<file path="config.mk">
export PLATFORM = sky130hd
export DESIGN_NAME = usb_crc_check_flat
export DESIGN_NICKNAME = d
export VERILOG_FILES = /design/src/rtl/usb_pkg.sv /design/src/rtl/usb_crc_check_if.sv /design/src/rtl/usb_crc_lfsr.sv /design/src/rtl/usb_crc_check.sv /design/src/flat_wrapper.sv
export SDC_FILE = /design/constraint.sdc
export NUM_CORES = 1
export LEC_CHECK = 0
export ABC_AREA = 1
export ABC_CLOCK_PERIOD_IN_PS = 3390
export BUFFER_PORTS_ARGS = -buffer_cell sky130_fd_sc_hd__clkbuf_2
export CORE_MARGIN = 4
export CORE_UTILIZATION = 59
export CTS_CLUSTER_SIZE = 12
export DETAILED_ROUTE_END_ITERATION = 8
export GPL_TIMING_DRIVEN = 0
export PLACE_DENSITY = 0.77
export SLEW_MARGIN = 40
export SYNTH_ARGS = -nofsm -noshare
export SYNTH_HDL_FRONTEND = slang
export SYNTH_HIERARCHICAL = 1
export SYNTH_SLANG_ARGS = --single-unit
</file>
<file path="constraint.sdc">
create_clock -name clk -period 3.39 [get_ports clk]
set_input_delay 0.1695 -clock clk [delete_from_list [all_inputs] [get_ports clk]]
set_output_delay 0.1695 -clock clk [all_outputs]
set_load 0.005 [all_outputs]
</file>
<file path="src/rtl/usb_pkg.sv">
// Shared USB receive-path types and CRC constants.
package usb_pkg;

    typedef enum logic [1:0] {
        SPECIAL   = 2'b00,
        TOKEN     = 2'b01,
        HANDSHAKE = 2'b10,
        DATA      = 2'b11
    } pkt_type_t;

    typedef enum logic [1:0] {
        IDLE = 2'd0,
        PID  = 2'd1,
        BODY = 2'd2,
        DONE = 2'd3
    } rx_state_t;

    localparam logic [4:0]  CRC5_POLY      = 5'b00101;
    localparam logic [4:0]  CRC5_RESIDUAL  = 5'b01100;
    localparam logic [15:0] CRC16_POLY     = 16'h8005;
    localparam logic [15:0] CRC16_RESIDUAL = 16'h800D;
    localparam logic [10:0] BODY_CNT_MAX   = 11'd2047;

endpackage

</file>
<file path="src/rtl/usb_crc_check_if.sv">
// Bit-stream input and packet-result output bundle of the USB CRC checker.
interface usb_crc_check_if;

    logic       pkt_begin;
    logic       bit_valid;
    logic       bit_in;
    logic       pkt_end;
    logic       done;
    logic       crc_ok;
    logic       pid_err;
    logic       len_err;
    logic [3:0] pid;
    logic [1:0] pkt_type;

    modport master (
        output pkt_begin, bit_valid, bit_in, pkt_end,
        input  done, crc_ok, pid_err, len_err, pid, pkt_type
    );

    modport slave (
        input  pkt_begin, bit_valid, bit_in, pkt_end,
        output done, crc_ok, pid_err, len_err, pid, pkt_type
    );

endinterface

</file>
<file path="src/rtl/usb_crc_lfsr.sv">
// Serial MSB-feedback CRC shift register; exposes the value it will hold after this edge.
module usb_crc_lfsr #(
    parameter int DATA_W = 5
) (
    input  logic              clk,
    input  logic              rst,
    input  logic              init,
    input  logic              en,
    input  logic              bit_in,
    input  logic [DATA_W-1:0] poly,
    output logic [DATA_W-1:0] crc_nxt
);

    logic [DATA_W-1:0] crc;
    logic              fb;

    always_comb begin
        fb      = bit_in ^ crc[DATA_W-1];
        crc_nxt = crc;
        if (init) begin
            crc_nxt = '1;
        end else if (en) begin
            crc_nxt = {crc[DATA_W-2:0], 1'b0} ^ (fb ? poly : '0);
        end
    end

    always_ff @(posedge clk) begin
        if (rst) begin
            crc <= '1;
        end else begin
            crc <= crc_nxt;
        end
    end

endmodule

</file>
<file path="src/rtl/usb_crc_check.sv">
// Receive-side USB packet checker: PID check, CRC5/CRC16 residual check and body length check.
module usb_crc_check
    import usb_pkg::*;
(
    input  logic          clk,
    input  logic          rst,
    usb_crc_check_if.slave bus
);

    rx_state_t   state, state_nxt;
    logic [7:0]  pid_sr, pid_nxt;
    logic [10:0] cnt, cnt_nxt;
    logic        pid_full;
    logic        crc_init, crc_en;
    logic [4:0]  c5_nxt;
    logic [15:0] c16_nxt;

    logic        res_crc_ok, res_pid_err, res_len_err;
    logic        done_r, crc_ok_r, pid_err_r, len_err_r;
    logic [3:0]  pid_r;
    logic [1:0]  pkt_type_r;

    // Returns {crc_ok, len_err} for a packet whose PID arrived complete.
    function automatic logic [1:0] judge_body(input pkt_type_t ptype,
                                              input logic [10:0] count,
                                              input logic [4:0]  c5,
                                              input logic [15:0] c16);
        logic ok, lerr;
        case (ptype)
            TOKEN: begin
                ok   = (c5 == CRC5_RESIDUAL);
                lerr = (count != 11'd16);
            end
            DATA: begin
                ok   = (c16 == CRC16_RESIDUAL);
                lerr = (count < 11'd16) || (count[2:0] != 3'd0);
            end
            default: begin
                ok   = 1'b1;
                lerr = (count != 11'd0);
            end
        endcase
        return {ok, lerr};
    endfunction

    usb_crc_lfsr #(.DATA_W(5)) u_crc5 (
        .clk     (clk),
        .rst     (rst),
        .init    (crc_init),
        .en      (crc_en),
        .bit_in  (bus.bit_in),
        .poly    (CRC5_POLY),
        .crc_nxt (c5_nxt)
    );

    usb_crc_lfsr #(.DATA_W(16)) u_crc16 (
        .clk     (clk),
        .rst     (rst),
        .init    (crc_init),
        .en      (crc_en),
        .bit_in  (bus.bit_in),
        .poly    (CRC16_POLY),
        .crc_nxt (c16_nxt)
    );

    always_comb begin
        state_nxt = state;
        pid_nxt   = pid_sr;
        cnt_nxt   = cnt;
        pid_full  = 1'b0;
        crc_init  = 1'b0;
        crc_en    = 1'b0;
        case (state)
            IDLE: begin
                if (bus.pkt_begin) begin
                    state_nxt = PID;
                    pid_nxt   = 8'd0;
                    cnt_nxt   = 11'd0;
                end
            end
            PID: begin
                if (bus.pkt_begin) begin
                    pid_nxt = 8'd0;
                    cnt_nxt = 11'd0;
                end else begin
                    if (bus.bit_valid) begin
                        pid_nxt[cnt[2:0]] = bus.bit_in;
                        if (cnt[2:0] == 3'd7) begin
                            state_nxt = BODY;
                            cnt_nxt   = 11'd0;
                            crc_init  = 1'b1;
                            pid_full  = 1'b1;
                        end else begin
                            cnt_nxt = cnt + 11'd1;
                        end
                    end
                    // A final bit sampled together with pkt_end is consumed before closing.
                    if (bus.pkt_end) state_nxt = DONE;
                end
            end
            BODY: begin
                if (bus.pkt_begin) begin
                    state_nxt = PID;
                    pid_nxt   = 8'd0;
                    cnt_nxt   = 11'd0;
                end else begin
                    pid_full = 1'b1;
                    if (bus.bit_valid) begin
                        crc_en = 1'b1;
                        if (cnt != BODY_CNT_MAX) cnt_nxt = cnt + 11'd1;
                    end
                    if (bus.pkt_end) state_nxt = DONE;
                end
            end
            DONE: begin
                if (bus.pkt_begin) begin
                    state_nxt = PID;
                    pid_nxt   = 8'd0;
                    cnt_nxt   = 11'd0;
                end else begin
                    state_nxt = IDLE;
                end
            end
            default: state_nxt = IDLE;
        endcase
    end

    always_comb begin
        logic [1:0] body_res;
        body_res    = judge_body(pkt_type_t'(pid_nxt[1:0]), cnt_nxt, c5_nxt, c16_nxt);
        res_pid_err = !pid_full || (pid_nxt[7:4] != ~pid_nxt[3:0]);
        res_crc_ok  = pid_full && body_res[1];
        res_len_err = !pid_full || body_res[0];
    end

    always_ff @(posedge clk) begin
        if (rst) begin
            state      <= IDLE;
            pid_sr     <= 8'd0;
            cnt        <= 11'd0;
            done_r     <= 1'b0;
            crc_ok_r   <= 1'b0;
            pid_err_r  <= 1'b0;
            len_err_r  <= 1'b0;
            pid_r      <= 4'd0;
            pkt_type_r <= 2'd0;
        end else begin
            state  <= state_nxt;
            pid_sr <= pid_nxt;
            cnt    <= cnt_nxt;
            done_r <= (state_nxt == DONE);
            if (state_nxt == DONE) begin
                crc_ok_r   <= res_crc_ok;
                pid_err_r  <= res_pid_err;
                len_err_r  <= res_len_err;
                pid_r      <= pid_nxt[3:0];
                pkt_type_r <= pid_nxt[1:0];
            end
        end
    end

    assign bus.done     = done_r;
    assign bus.crc_ok   = crc_ok_r;
    assign bus.pid_err  = pid_err_r;
    assign bus.len_err  = len_err_r;
    assign bus.pid      = pid_r;
    assign bus.pkt_type = pkt_type_r;

endmodule
</file>
<file path="src/flat_wrapper.sv">
// flat-port wrapper written by rule: the top's interface ports become plain ports
module usb_crc_check_flat import usb_pkg::*;
  (clk, rst, bus_pkt_begin, bus_bit_valid, bus_bit_in, bus_pkt_end, bus_done, bus_crc_ok, bus_pid_err, bus_len_err, bus_pid, bus_pkt_type);
  usb_crc_check_if bus_i ();
  input  logic clk;
  input  logic rst;
  input wire logic [$bits(bus_i.pkt_begin)-1:0] bus_pkt_begin;
  input wire logic [$bits(bus_i.bit_valid)-1:0] bus_bit_valid;
  input wire logic [$bits(bus_i.bit_in)-1:0] bus_bit_in;
  input wire logic [$bits(bus_i.pkt_end)-1:0] bus_pkt_end;
  output wire logic [$bits(bus_i.done)-1:0] bus_done;
  output wire logic [$bits(bus_i.crc_ok)-1:0] bus_crc_ok;
  output wire logic [$bits(bus_i.pid_err)-1:0] bus_pid_err;
  output wire logic [$bits(bus_i.len_err)-1:0] bus_len_err;
  output wire logic [$bits(bus_i.pid)-1:0] bus_pid;
  output wire logic [$bits(bus_i.pkt_type)-1:0] bus_pkt_type;
  assign bus_i.pkt_begin = bus_pkt_begin;
  assign bus_i.bit_valid = bus_bit_valid;
  assign bus_i.bit_in = bus_bit_in;
  assign bus_i.pkt_end = bus_pkt_end;
  assign bus_done = bus_i.done;
  assign bus_crc_ok = bus_i.crc_ok;
  assign bus_pid_err = bus_i.pid_err;
  assign bus_len_err = bus_i.len_err;
  assign bus_pid = bus_i.pid;
  assign bus_pkt_type = bus_i.pkt_type;
  usb_crc_check u_core (.clk(clk), .rst(rst), .bus(bus_i));
endmodule
</file>
==> metrics.md, run 1 <==
| Metric | Value |
|---|---|
| Status | completed |
| Hold buffer count at cts | 0 |
| # setup viols final | 0 |
| TritonCTS clock tree | built |
| Reg-to-reg startpoint | u_core/state[0] |
| Hold Path Origin | rst |
| Clock Latency Late Sink | between 300 and 400 ps |
| Nets | 632 |
| First-pass iteration count of the detailed router | 5 |
| Setup TNS | 0 ps |
| Mean Syn Cell Area | 6.27 um^2 |
| Gpl congestion | between 0.9 and 1 |
| Post-Route WL | 8660 um |
| Die X | between 80 and 90 um |
| Yosys warnings | 6 |
| Mapped cell area | 3520 um^2 |
| CTS buffer count | 5 |
| Post-Syn Instances | 561 |
| P per Cell Area | around 500 nW/um^2 |
| Die Height | approximately 85 um |
| CTS root buf | clkbuf_8 |
| Worst r2r dst | u_core/bus.crc_ok |
| Drt wl/cell | 12.5 um |
| Synth area leader | dfxtp_1 |
| Top-count cell post-synth | nand2_1 |
| Total congestion overflow | 0 |
| Initial antenna violation count | 0 |
| Rows | 27 |
| Setup Skew | 13.9 ps |
| CP max FO | 10 |
| Synthesis-to-finish area growth | 11.0% |
| Reg2Reg Setup Slack | 300 ps |
| Largest net degree at the start of global routing | 16 |
| Post-synth cell types | 37 |
| GR Util All Layers | 24.4% |
| Register-to-Register Path Depth | 14 |
| Hold Crit Class | input pin to flop |
| Seq/Total Area, Yosys | 28.5% |
| DP Area | 3820 um^2 |
| # port buffers | 14 |
| Critical Path Sink | u_core/bus.crc_ok |
| # Post-CTS Setup Buffers | 0 |
| Beginning of the critical path | u_core/state[0] |
| Share of the synthesized area in the top cell type | between 20% and 30% |
| Crit path required time | approximately 3600 ps |
| Vias in the first global route | 3289 |
| P_leak | between 1.5 and 2 nW |
| Ant. Diodes | 0 |
| Ports | 16 |
| Layout Cells excl Fill | 692 |
| Tmin final | 3090 ps |
| CTS Buffer Depth | 2 |
| WHS Path Cells | 2 |
| FF+latch count, synth | 50 |
| Core Area | 5640 um^2 |
| Share of layout cells above drive strength 1 | 12.6% |
| Synth async-reset ratio | 0% |
| First-pass GRT wire length | between 10000 and 15000 um |
| Worst vdd ir | 0.000425 V |
| TritonCTS Sinks | 50 |
| RSZ-0062 raised after global routing | no |
| Top cells by area, synth | dfxtp_1 (28%), nand2_1 (13%), nand3_1 (12%) |
| Post-cts gate resize count | 0 |
| Fmax achieved | 323 MHz |
| DR vias/cell | 5.34 |
| DP HPWL | 6500 um |
| Final period util | 91.2% |
| Final slew viol count | 0 |
| Crit path kind | flop to flop |
| Initial Util | between 60% and 70% |
| Max-Cap Viols | 0 |
| Starting DRT DRC Count | ~150 |
| Die area | 7260 um^2 |
| Arr. time, crit path | 3330 ps |
| Final Hold Fails | 0 |
| Max_slew headroom | a little over half |
| Top FF cell, synth | dfxtp_1 |
| Cell area after layout | 3900 um^2 |
| Top cells by instance count after synthesis | nand2_1 (118), nand3_1 (82), inv_1 (65) |
| Clk pin slew, worst setup/hold paths | 90 ps |
| Placed Instances | 685 |
| Drt drc | 0 |
| H-tree levels | 2 |
| Routed vias | 3692 |
| Startpoint types | flop |
| Post-synth EDFFs | 0 |
| Worst-Margin Slew | 680 ps |
| Setup crit end kind | flop |
| Antenna-violating nets left | 0 |
| Worst hold slack | roughly 110 ps |
[per-stage QoR]
step | total power [W] | setup WS (ps) | util [%]
detailed placement | 0.00161 | 357 | 67.7
global route | 0.00211 | 101 | 69.2
global placement | 0.00158 | 390 | 67.7
CTS | 0.00196 | 312 | 69.2
finish | 0.00196 | 298 | 69.2
floorplan | 0.00140 | 1040 | -
[worst min-delay path by stage]
stage / endpoint / slack (ps)
finish: u_core/cnt[3] / 110
global route: u_core/cnt[3] / 110
CTS: u_core/cnt[3] / 100
detailed placement: u_core/cnt[3] / 440
global placement: u_core/cnt[3] / 440
floorplan: u_core/cnt[3] / 240
[power by group]
| group | total (W) | internal [W] | leakage [nW] | switching (W) |
|---|---|---|---|---|
| clock | 0.000346 | 0.000143 | 0.0444 | 0.000203 |
| sequential | 0.000727 | 0.000669 | 0.406 | 0.0000583 |
| combinational | 0.000887 | 0.000304 | 1.52 | 0.000583 |
| total | 0.00196 | 0.00112 | 1.97 | 0.000845 |
[flip-flops by register name, summed over array words and instances (netlist names)]
name                cells
u_core/u_crc16/crc     16
u_core/cnt             11
u_core/pid_sr           8
u_core/u_crc5/crc       5
u_core/bus.pid          4
u_core/state            2
u_core/bus.crc_ok       1
u_core/bus.done         1
u_core/bus.len_err      1
u_core/bus.pid_err      1
[layer usage]
layer  GRT usage, %  part of all wire [%]  routed length, um
met3           3.88                   5.4                467
met2           43.1                    49               4230
met4           7.63                   1.1                 99
met1           30.2                    45               3860
met5              0                     0                  0
[cells by family after synthesis]
| family | count (synthesis) | share of synthesized area [%] |
|---|---|---|
| DFF | 50 | 28.5 |
| other | 2 | 0.214 |
| xor gates and xnor gates | 5 | 1.46 |
| AOI/OAI and AO/OA | 82 | 12.6 |
| adders and majority gates | 6 | 2.14 |
| buffers and inverters | 99 | 12.9 |
| and+or+nand+nor | 317 | 42.2 |
[layout by cell type (no fill, tap or decap), types with 2 or more instances in the layout]
cell      count
buf_2         5
buf_6         7
o21ai_1      11
inv_2        12
nor4_1        4
a21oi_2       3
ha_1          6
a21oi_1      45
dfxtp_1      50
xor2_1        3
conb_1       40
nand3_1      82
nand2_4       4
clkbuf_1      3
nand3_2       3
clkbuf_8      5
clkbuf_2     15
nand2_1     118
buf_4         6
nor2_1       61
nand2_2       5
inv_1        65
o21ai_0      17
nand4_1      27
nor3_1        3
nor2_2        5
nor3_2        2
[final cells by class]
cell class                 instances  area, um^2
buffer                            22         165
timing repair buffer              14        70.1
clock inverter                     2        13.8
inverter                          77         289
sequential                        50        1000
multi-input combinational        450        2200
tap                               72        90.1
clock buffer                       5        68.8
fill                             521        1740
[critical path, cell delays in order, from the launching register on]
cell     delay (ps)
dfxtp_1         360
inv_1           110
ha_1            230
nand2_4         100
nor2_1          540
buf_4           280
inv_2            90
buf_6           150
a21oi_1         170
nand2_1          70
nor4_1          360
nand4_1         180
o21ai_1         190
o21ai_1          70
a21oi_1         120
(Power assumes the default switching activity.)
==> run 2: changes to the inputs <==
CORE_UTILIZATION = 45   (was 59)
PLACE_DENSITY = default   (was 0.77)
SLEW_MARGIN = 20   (was 40)
==> run 2 against run 1 <==
Against the previous run:
- fmax increased by 2.6%
- clock power about the same
- global-route usage decreased by 3.7 points
- power decreased by 0.63%
- clock skew decreased by 4.4 ps
- critical path type unchanged
- critical endpoint unchanged
- largest cell class unchanged
- largest power group unchanged
==> metrics.md, run 2 (synthesized netlist as in run 1, its figures left out) <==
| Metric | Value |
|---|---|
| Vias in the first global route | 3322 (+1.0%) |
| Max FFs per register | 16 (unchanged) |
| Gpl congestion | 0.892 (-2.5%) |
| TritonCTS clock tree | built |
| Initial antenna violation count | 0 (unchanged) |
| Clock power frac | 17.7% (about the same) |
| Internal Power | 0.00112 W (about the same) |
| CTS root buf | clkbuf_8 |
| Final period util | 88.9% (-2.3 points) |
| First-pass GRT wire length | 15300 um (+4.4%) |
| Antenna-violating nets left | 0 (unchanged) |
| Drt drc | 0 (unchanged) |
| Seq. cell area | 1000 um^2 (unchanged) |
| Worst hold slack | 145 ps (+29.7 ps) |
| Worst vdd ir | 0.000405 V (-4.6%) |
| Multi-input logic area | 2210 um^2 (+0.11%) |
| TritonCTS Sinks | 50 (unchanged) |
| # port buffers | 14 (unchanged) |
| First-pass iteration count of the detailed router | 4 (-1) |
| Arr. time, crit path | 3240 ps (-90 ps) |
| Rows | 31 (+15%) |
| Sequential share of power | 37.3% (+0.2 points) |
| Setup Skew | 9.57 ps (-4.36 ps) |
| Biggest regs | u_core/u_crc16/crc x16, u_core/cnt x11, u_core/pid_sr x8 |
| CTS Buffer Depth | 2 (unchanged) |
| CTS buffer count | 5 (unchanged) |
| Ports | 16 (unchanged) |
| Ant. Diodes | 0 (unchanged) |
| Core Area | 7410 um^2 (+31%) |
| Routed vias | 3631 (-1.7%) |
| Crit path kind | flop to flop |
| Max-Cap Viols | 0 (unchanged) |
| Drt wl/cell | 12.6 um (+0.31%) |
| Tmin final | 3010 ps (-78.9 ps) |
| Fillers | 790 (+52%) |
| Finished Core Util | 53.1% (-16 points) |
| Die area | 9290 um^2 (+28%) |
| GR Util All Layers | 20.7% (-3.7 points) |
| CP max FO | 10 (unchanged) |
| Max_slew headroom | 63.0% (+8.4 points) |
| Starting DRT DRC Count | 156 (+2.6%) |
| Total congestion overflow | 0 (unchanged) |
| Nets | 632 (unchanged) |
| Final Hold Fails | 0 (unchanged) |
| H-tree levels | 2 (unchanged) |
| Commonest non-fill, non-tap cell in the layout | nand2_1 |
| Startpoint types | flop |
| Net Sw Frac | 42.7% (-0.35 points) |
| Biggest register | u_core/u_crc16/crc |
| Setup TNS | 0 ps (unchanged) |
| Share of layout cells above drive strength 1 | 12.6% (unchanged) |
| P_leak | 1.97 nW (-0.37%) |
| Fmax achieved | 332 MHz (+2.6%) |
| Die X | 96.4 um (+13%) |
| Post-Route WL | 9030 um (+4.2%) |
| # setup viols final | 0 (unchanged) |
| Final slew viol count | 0 (unchanged) |
| Setup crit end kind | flop |
| Combinational power share | 44.9% (-0.3 points) |
| Largest net degree at the start of global routing | 15 (-1) |
| DR vias/cell | 5.05 (-5.3%) |
| Hold Crit Class | input pin to flop |
| RSZ-0062 raised after global routing | no |
| Clk pin slew, worst setup/hold paths | 90 ps (about the same) |
| Synthesis-to-finish area growth | 11.9% |
| P per Cell Area | 495 nW/um^2 (-1.5%) |
| Clock Latency Late Sink | 300 ps (about the same) |
| Most frequent cells in the layout | nand2_1 (118), nand3_1 (82), inv_1 (65) |
| Die Height | 96.4 um (+13%) |
| DP HPWL | 6730 um (+3.6%) |
| Initial Util | 47.5% (-15 points) |
| P_sw | 0.000832 W (-1.5%) |
| Status | completed |
| Crit path required time | 3620 ps (about the same) |
| Worst-Margin Slew | 555 ps (-124 ps) |
## run 2: cell count changes in the layout (fill, tap and decap cells not counted)
cell | before | now
clkbuf_1 | 3 | 4
clkinv_2 | 1 | 0
clkinvlp_4 | 0 | 1
inv_6 | 1 | 0
nor2_1 | 61 | 60
nor2_2 | 5 | 6
## run 2: what timing repair did
| action | 4_1_cts | 5_1_grt |
|---|---|---|
| endpoints found under the setup margin | 0 | 1 |
| setup buffers | 0 | 0 |
| hold buffers | 0 | 0 |
| gates resized for setup | 0 | 1 |
## run 2: path summary, 6_finish.rpt
path	slack (ps)	cells after the start	end	startpoint
setup / recovery	380	15	u_core/bus.crc_ok	u_core/cnt[0]
hold / removal	140	2	u_core/cnt[3]	rst
setup reg to reg	380	15	u_core/bus.crc_ok	u_core/cnt[0]
hold reg to reg	480	2	u_core/bus.crc_ok	u_core/bus.crc_ok
## run 2: per-stage QoR
step	area, um^2	power [W]	worst slack (ps)	cells
6_report	3940	0.00195	377	719
4_1_cts	3930	0.00196	243	719
3_5_place_dp	3850	0.00161	273	712
2_1_floorplan	3660	0.00140	1040	599
3_3_place_gp	3850	0.00160	289	712
5_1_grt	3940	0.00212	88.6	719
## run 2: final cells by class
class	count	share of cell area, %
Timing Repair Buffer	14	1.78
Multi-Input combinational cell	450	56.1
Sequential cell	50	25.4
Inverter	77	7.34
Tap cell	99	3.15
Clock inverter	1	0.191
Clock buffer	6	1.84
Buffer	22	4.20
## run 2: per-layer routing
| metal | vias to the layer above | routed length, um | GRT usage [%] |
|---|---|---|---|
| met2 | 45 | 4350 | 36.2 |
| li1 | 1927 | - | - |
| met4 | 0 | 61 | 5.96 |
| met3 | 4 | 261 | 2.32 |
| met1 | 1655 | 4350 | 26.8 |
| met5 | - | 0 | 0 |
## run 2: worst max-delay path, cell delays in order (launching register included)
cell and delay, ps:
dfxtp_1 390, ha_1 280, ha_1 210, nand2_1 120
inv_1 100, nand2_1 140, inv_1 140, clkbuf_2 190
buf_2 210, a21oi_1 180, nand2_1 80, nor4_1 320
nand4_1 200, o21ai_1 190, o21ai_1 70, a21oi_1 130
## run 2: power groups by stage
| stage | Sequential (W) | Combinational [W] | Clock, W |
|---|---|---|---|
| 4_1_cts | 0.000727 | 0.000871 | 0.000361 |
| 5_1_grt | 0.000738 | 0.000999 | 0.000384 |
| 3_3_place_gp | 0.000740 | 0.000858 | 0 |
| 2_1_floorplan | 0.000730 | 0.000667 | 0 |
| 6_report | 0.000727 | 0.000875 | 0.000346 |
| 3_5_place_dp | 0.000741 | 0.000868 | 0 |
